<file path="src/rtl/phys_reg_free_list.sv">
// Circular FIFO of free physical register tags feeding rename, refilled by commit.
// The head pointer can be checkpointed per branch column and rolled back in one cycle.
module phys_reg_free_list #(
    parameter int NUM_PHYS_REGS      = 64,
    parameter int NUM_ARCH_REGS      = 32,
    parameter int CHECKPOINT_COLUMNS = 4
) (
    input  logic       CLK,
    input  logic       RST,
    output logic       dequeue_valid,
    output logic [5:0] dequeue_phys_reg_tag,
    input  logic       dequeue_ready,
    input  logic       enqueue_valid,
    input  logic [5:0] enqueue_phys_reg_tag,
    input  logic       save_checkpoint_valid,
    input  logic [1:0] save_checkpoint_column,
    input  logic       restore_checkpoint_valid,
    input  logic [1:0] restore_checkpoint_column,
    output logic [5:0] free_count,
    output logic       overflow_error
);
    localparam int PHYS_REG_WIDTH      = 6;
    localparam int FREE_LIST_DEPTH     = NUM_PHYS_REGS - NUM_ARCH_REGS;
    localparam int LOG_FREE_LIST_DEPTH = 5;

    logic [PHYS_REG_WIDTH-1:0]      tag_mem_reg [FREE_LIST_DEPTH];
    logic [LOG_FREE_LIST_DEPTH:0]   head_reg, head_next;
    logic [LOG_FREE_LIST_DEPTH:0]   tail_reg, tail_next;
    logic [LOG_FREE_LIST_DEPTH:0]   ckpt_head_reg [CHECKPOINT_COLUMNS];
    logic                           overflow_error_reg;
    logic [FREE_LIST_DEPTH-1:0]     entry_we;
    logic [CHECKPOINT_COLUMNS-1:0]  ckpt_we;

    logic empty, full, deq_fire, enq_fire;

    // Pointers carry an extra wrap bit so full and empty are distinguishable.
    assign empty    = (head_reg == tail_reg);
    assign full     = (head_reg[LOG_FREE_LIST_DEPTH-1:0] == tail_reg[LOG_FREE_LIST_DEPTH-1:0]) &&
                      (head_reg[LOG_FREE_LIST_DEPTH] != tail_reg[LOG_FREE_LIST_DEPTH]);
    assign deq_fire = !empty && dequeue_ready && !restore_checkpoint_valid;
    assign enq_fire = enqueue_valid && !full;

    always_comb begin
        head_next = head_reg;
        if (restore_checkpoint_valid)
            head_next = ckpt_head_reg[restore_checkpoint_column];
        else if (deq_fire)
            head_next = head_reg + 1'b1;
    end

    always_comb begin
        tail_next = tail_reg;
        if (enq_fire)
            tail_next = tail_reg + 1'b1;
    end

    genvar gi;
    generate
        for (gi = 0; gi < FREE_LIST_DEPTH; gi++) begin : g_entry_we
            assign entry_we[gi] = enq_fire && (tail_reg[LOG_FREE_LIST_DEPTH-1:0] == gi[LOG_FREE_LIST_DEPTH-1:0]);
        end
        for (gi = 0; gi < CHECKPOINT_COLUMNS; gi++) begin : g_ckpt_we
            assign ckpt_we[gi] = save_checkpoint_valid && (save_checkpoint_column == gi[1:0]);
        end
    endgenerate

    // The list starts full with every non-architectural tag, in ascending order.
    always_ff @(posedge CLK) begin
        for (int i = 0; i < FREE_LIST_DEPTH; i++) begin
            if (RST)
                tag_mem_reg[i] <= PHYS_REG_WIDTH'(NUM_ARCH_REGS + i);
            else if (entry_we[i])
                tag_mem_reg[i] <= enqueue_phys_reg_tag;
        end
    end

    // Saving head_next lets a branch keep its own same-cycle allocation.
    always_ff @(posedge CLK) begin
        for (int i = 0; i < CHECKPOINT_COLUMNS; i++) begin
            if (RST)
                ckpt_head_reg[i] <= '0;
            else if (ckpt_we[i])
                ckpt_head_reg[i] <= head_next;
        end
    end

    always_ff @(posedge CLK) begin
        if (RST) begin
            head_reg           <= '0;
            tail_reg           <= (LOG_FREE_LIST_DEPTH+1)'(FREE_LIST_DEPTH);
            overflow_error_reg <= 1'b0;
        end else begin
            head_reg           <= head_next;
            tail_reg           <= tail_next;
            overflow_error_reg <= enqueue_valid && full;
        end
    end

    assign dequeue_valid        = !empty;
    assign dequeue_phys_reg_tag = tag_mem_reg[head_reg[LOG_FREE_LIST_DEPTH-1:0]];
    assign free_count           = tail_reg - head_reg;
    assign overflow_error       = overflow_error_reg;
endmodule
</file>
<file path="config.mk">
export PLATFORM = sky130hd
export DESIGN_NAME = phys_reg_free_list
export DESIGN_NICKNAME = d
export VERILOG_FILES = /design/src/rtl/phys_reg_free_list.sv
export SDC_FILE = /design/constraint.sdc
export NUM_CORES = 1
export LEC_CHECK = 0
export BUFFER_PORTS_ARGS = -buffer_cell sky130_fd_sc_hd__buf_2
export CAP_MARGIN = 20
export CORE_ASPECT_RATIO = 1.1
export CORE_UTILIZATION = 55
export DETAILED_ROUTE_END_ITERATION = 7
export PLACE_DENSITY = 0.77
export SLEW_MARGIN = 25
export SYNTH_ARGS = -nofsm -noshare
export SYNTH_HDL_FRONTEND = slang
export SYNTH_SLANG_ARGS = --single-unit
</file>
<file path="constraint.sdc">
create_clock -name CLK -period 3.5 [get_ports CLK]
set_clock_uncertainty 0.05 [all_clocks]
set_input_delay 0.525 -clock CLK [delete_from_list [all_inputs] [get_ports CLK]]
set_output_delay 0.525 -clock CLK [all_outputs]
set_load 0.02 [all_outputs]
</file>
==> key figures <==
Yosys
  – Synthesized cell area: between 0.01 and 0.015 sq mm
  – FF+latch count, synth: roughly 230
  – Synthesized Nets: roughly 870
  – Register area share after synthesis: between 60% and 70%
  – Yosys warning total: 0
  – Mux share of post-synthesis cell area: between 10% and 20%
  – Post-Synth Simple-Gate Area: 16.6%
  – Largest family of logic cells by synthesized area: simple AND/OR/NAND/NOR gates
  – Netlist cell types: between 50 and 60
  – Syn Inst Count: 840
  – Synthesized area per cell: ~13 sq um
  – XOR/XNOR Fraction of Synth Area: 0.614%
  – Synth Flop Type: edfxtp_1
  – Compound-Gate Fraction of Synth Area: approximately 6.5%
  – Post-synth EDFFs: 216
  – Synth Area in Adders: under 10%
  – Post-synth ARST share: 0%

STA
  – Max Freq: approximately 300 MHz
  – Final number of max-transition violations: 0
  – Final setup fails: 0
  – Final Hold Vio Count: 0
  – Worst slew pin tran: between 1 and 1.5 ns
  – Tmin final: roughly 3.3 ns
  – Slew HR: between 20% and 30%
  – Fin Hold WS: roughly 0.31 ns
  – RSZ-0062 raised after global routing: false
  – Fin crit share: around 96%
  – Setup TNS: 0 ns

Hold path
  – Worst Hold End: overflow_error$_SDFF_PP0_
  – Hold Path Cell Cnt: 3
  – Hold Path Class: in -> reg
  – Hold Crit Start: enqueue_valid

Setup path
  – Critical Path AT: 2.77 ns
  – Worst Setup Path Type: reg -> out
  – CP Launch Type: flop
  – CP max FO: 56
  – Reg2Reg Setup Slack: ~0.28 ns
  – Kind of cell adding the most delay to the critical path: buffers and inverters
  – Endpoint class of the critical path: primary output
  – Most Frequent Cell on Critical Path: a21oi_1
  – WP buf/inv: 3
  – R2R Path End: tag_mem_reg[2][1]$_SDFFCE_PN1P_
  – Reg2reg start: head_reg[4]$_SDFF_PP0_
  – CP max-delay cell: mux4_2
  – CP max stage delay: 0.56 ns
  – CP Cell Sequence: buf_12 > buf_4 > mux4_2 > a21oi_1 > a21oi_1 > buf_2
  – Reg2reg path depth: 7
  – Req. time, crit path: 2.92 ns

Routing
  – Via/cell ratio: 6.61
  – # DRC: 0
  – Initial DRC count: 864
  – Via Count: roughly 7.5k
  – Antenna viol nets, final: 0
  – Drt pass-1 iters: 5
  – Wirelength per Cell: 24.1 um
  – Post-Route WL: approximately 27000 um

Clocking
  – Clock Tree Buf Depth: 3
  – Worst-path clk slew: roughly 0.07 ns
  – Hold Buf Count CTS: 0
  – Cts repair resizes: 0
  – Root Buffer: clkbuf_16
  – Cts bufs inserted: 23
  – Worst-Skew Late Latency: 0.51 ns
  – CTS tree: done
  – Post-CTS Repair Setup Buffers: 0
  – CTS HTree Levels: 1
  – Total clock sinks: roughly 230

Floorplan
  – Die Y: ~150 um
  – Initial Util: a little under three fifths
  – Cell row count: between 50 and 60
  – Full die area: 0.0209 sq mm
  – Core ar.: about 0.020 sq mm
  – Horiz. Die Dim: approximately 140 um
  – Ports: 30

Layout
  – Fillers: ~1.5k
  – Area Growth Syn to Fin: 10.8%
  – Most common cell after layout, fill and taps aside: edfxtp_1
  – Diodes inserted: 0
  – Max reg flops: around 190
  – Final net count: between 800 and 900
  – Share of layout cells above drive strength 1: 18.5%
  – Most frequent cells in the layout: edfxtp_1, or3_1, and3_1, mux4_2, buf_4

Power and ir drop
  – Lkg Pwr: just over 0.004 uW
  – Worst vdd ir: about 0.33 mV
  – Switching pwr: roughly 1700 uW
  – Sequential power share: 48.1%
  – Cell Pwr Density: about 520 mW/mm^2
  – Combinational share of power: between 10 and 15%
  – Sw frac: around 26%
  – Internal: 4800 uW
  – Clk pwr share: a little under two fifths

Flow run
  – Max Cap Viol: 0

Status
  – Status: completed

Global route
  – Antenna violations before repair: 0
  – Gr ovfl total: 0
  – Gr usage total: a little over a quarter
  – Largest net degree at the start of global routing: 59
  – Number of global-route vias before repair: 7484
  – Global-route wire length before repair: 42300 um

Placement
  – GPL Wtd Cong: between 0.8 and 0.9
  – I/O Buffers: 29
  – Dpl hpwl: ~17000 um
worst min-delay path, delay by kind of cell:
kind | cells | cell delay (ns)
AND/OR/NAND/NOR | 2 | 0.16
buffers and inverters | 1 | 0.13
power groups by stage:
| stage | clock, uW | sequential (uW) | combinational [uW] |
|---|---|---|---|
| after floorplan | 0 | 3160 | 591 |
| after global placement | 0 | 3170 | 866 |
| after detailed placement | 0 | 3170 | 874 |
| after CTS | 2490 | 3110 | 881 |
| after global routing | 2600 | 3120 | 953 |
| final | 2470 | 3110 | 889 |
kinds of logic after synthesis:
logic type                 count (synthesis)
buffers and inverters                     92
adders and majority gates                 13
AOI/OAI and AO/OA                        113
DFF                                      229
muxes                                     66
and+or+nand+nor                          320
xor gates and xnor gates                   7
Yosys cell counts (14+ instances only):
| master | instances | area share, % |
|---|---|---|
| and3_1 | 88 | 4.9 |
| inv_1 | 14 | 0.47 |
| clkbuf_1 | 51 | 1.7 |
| nand2_1 | 30 | 1.0 |
| o21ai_0 | 35 | 1.6 |
| or3_1 | 105 | 5.9 |
| mux2i_1 | 23 | 2.1 |
| mux4_2 | 43 | 8.6 |
| a21oi_1 | 29 | 1.3 |
| edfxtp_1 | 216 | 58 |
| nor2_1 | 22 | 0.74 |
| and2_1 | 15 | 0.84 |
per-layer routing:
| metal | part of all wire [%] | track usage, % |
|---|---|---|
| met5 | 0 | 0 |
| met4 | 3.6 | 11.6 |
| met3 | 8.6 | 4.62 |
| met2 | 50 | 45.1 |
| met1 | 38 | 34.5 |
stage by stage:
step	instance area (sq um)	std cells	util, %	setup WS, ns	power (uW)
3_3_place_gp	11700	1090	58.7	0.440	4030
5_1_grt	12400	1132	62.5	0.00181	6670
4_1_cts	12400	1132	62.5	0.157	6480
2_1_floorplan	11200	840	-	0.323	3750
6_report	12400	1132	62.5	0.151	6470
3_5_place_dp	11700	1090	58.7	0.384	4050
how the worst max path moves through the flow:
stage | start | endpoint | slack, ns | cells past startpoint
2_1_floorplan | head_reg[1]$_SDFF_PP0_ | tag_mem_reg[16][0]$_SDFFCE_PN0P_ | 0.32 | 10
3_3_place_gp | head_reg[4]$_SDFF_PP0_ | tag_mem_reg[2][2]$_SDFFCE_PN0P_ | 0.44 | 7
3_5_place_dp | head_reg[4]$_SDFF_PP0_ | tag_mem_reg[2][3]$_SDFFCE_PN0P_ | 0.38 | 7
4_1_cts | head_reg[0]$_SDFF_PP0_ | dequeue_phys_reg_tag[2] | 0.16 | 6
5_1_grt | head_reg[0]$_SDFF_PP0_ | dequeue_phys_reg_tag[2] | 0.002 | 6
6_report | head_reg[0]$_SDFF_PP0_ | dequeue_phys_reg_tag[2] | 0.15 | 6
final cells by class:
type / count / area, sq um / area share (%)
Sequential cell: 229 / 6750 / 54.4
Multi-Input combinational cell: 519 / 4030 / 32.4
Clock buffer: 25 / 583 / 4.70
Timing Repair Buffer: 74 / 508 / 4.09
Tap cell: 252 / 315 / 2.54
Clock inverter: 17 / 169 / 1.36
Inverter: 16 / 60.1 / 0.484
(Power assumes the default switching activity.)
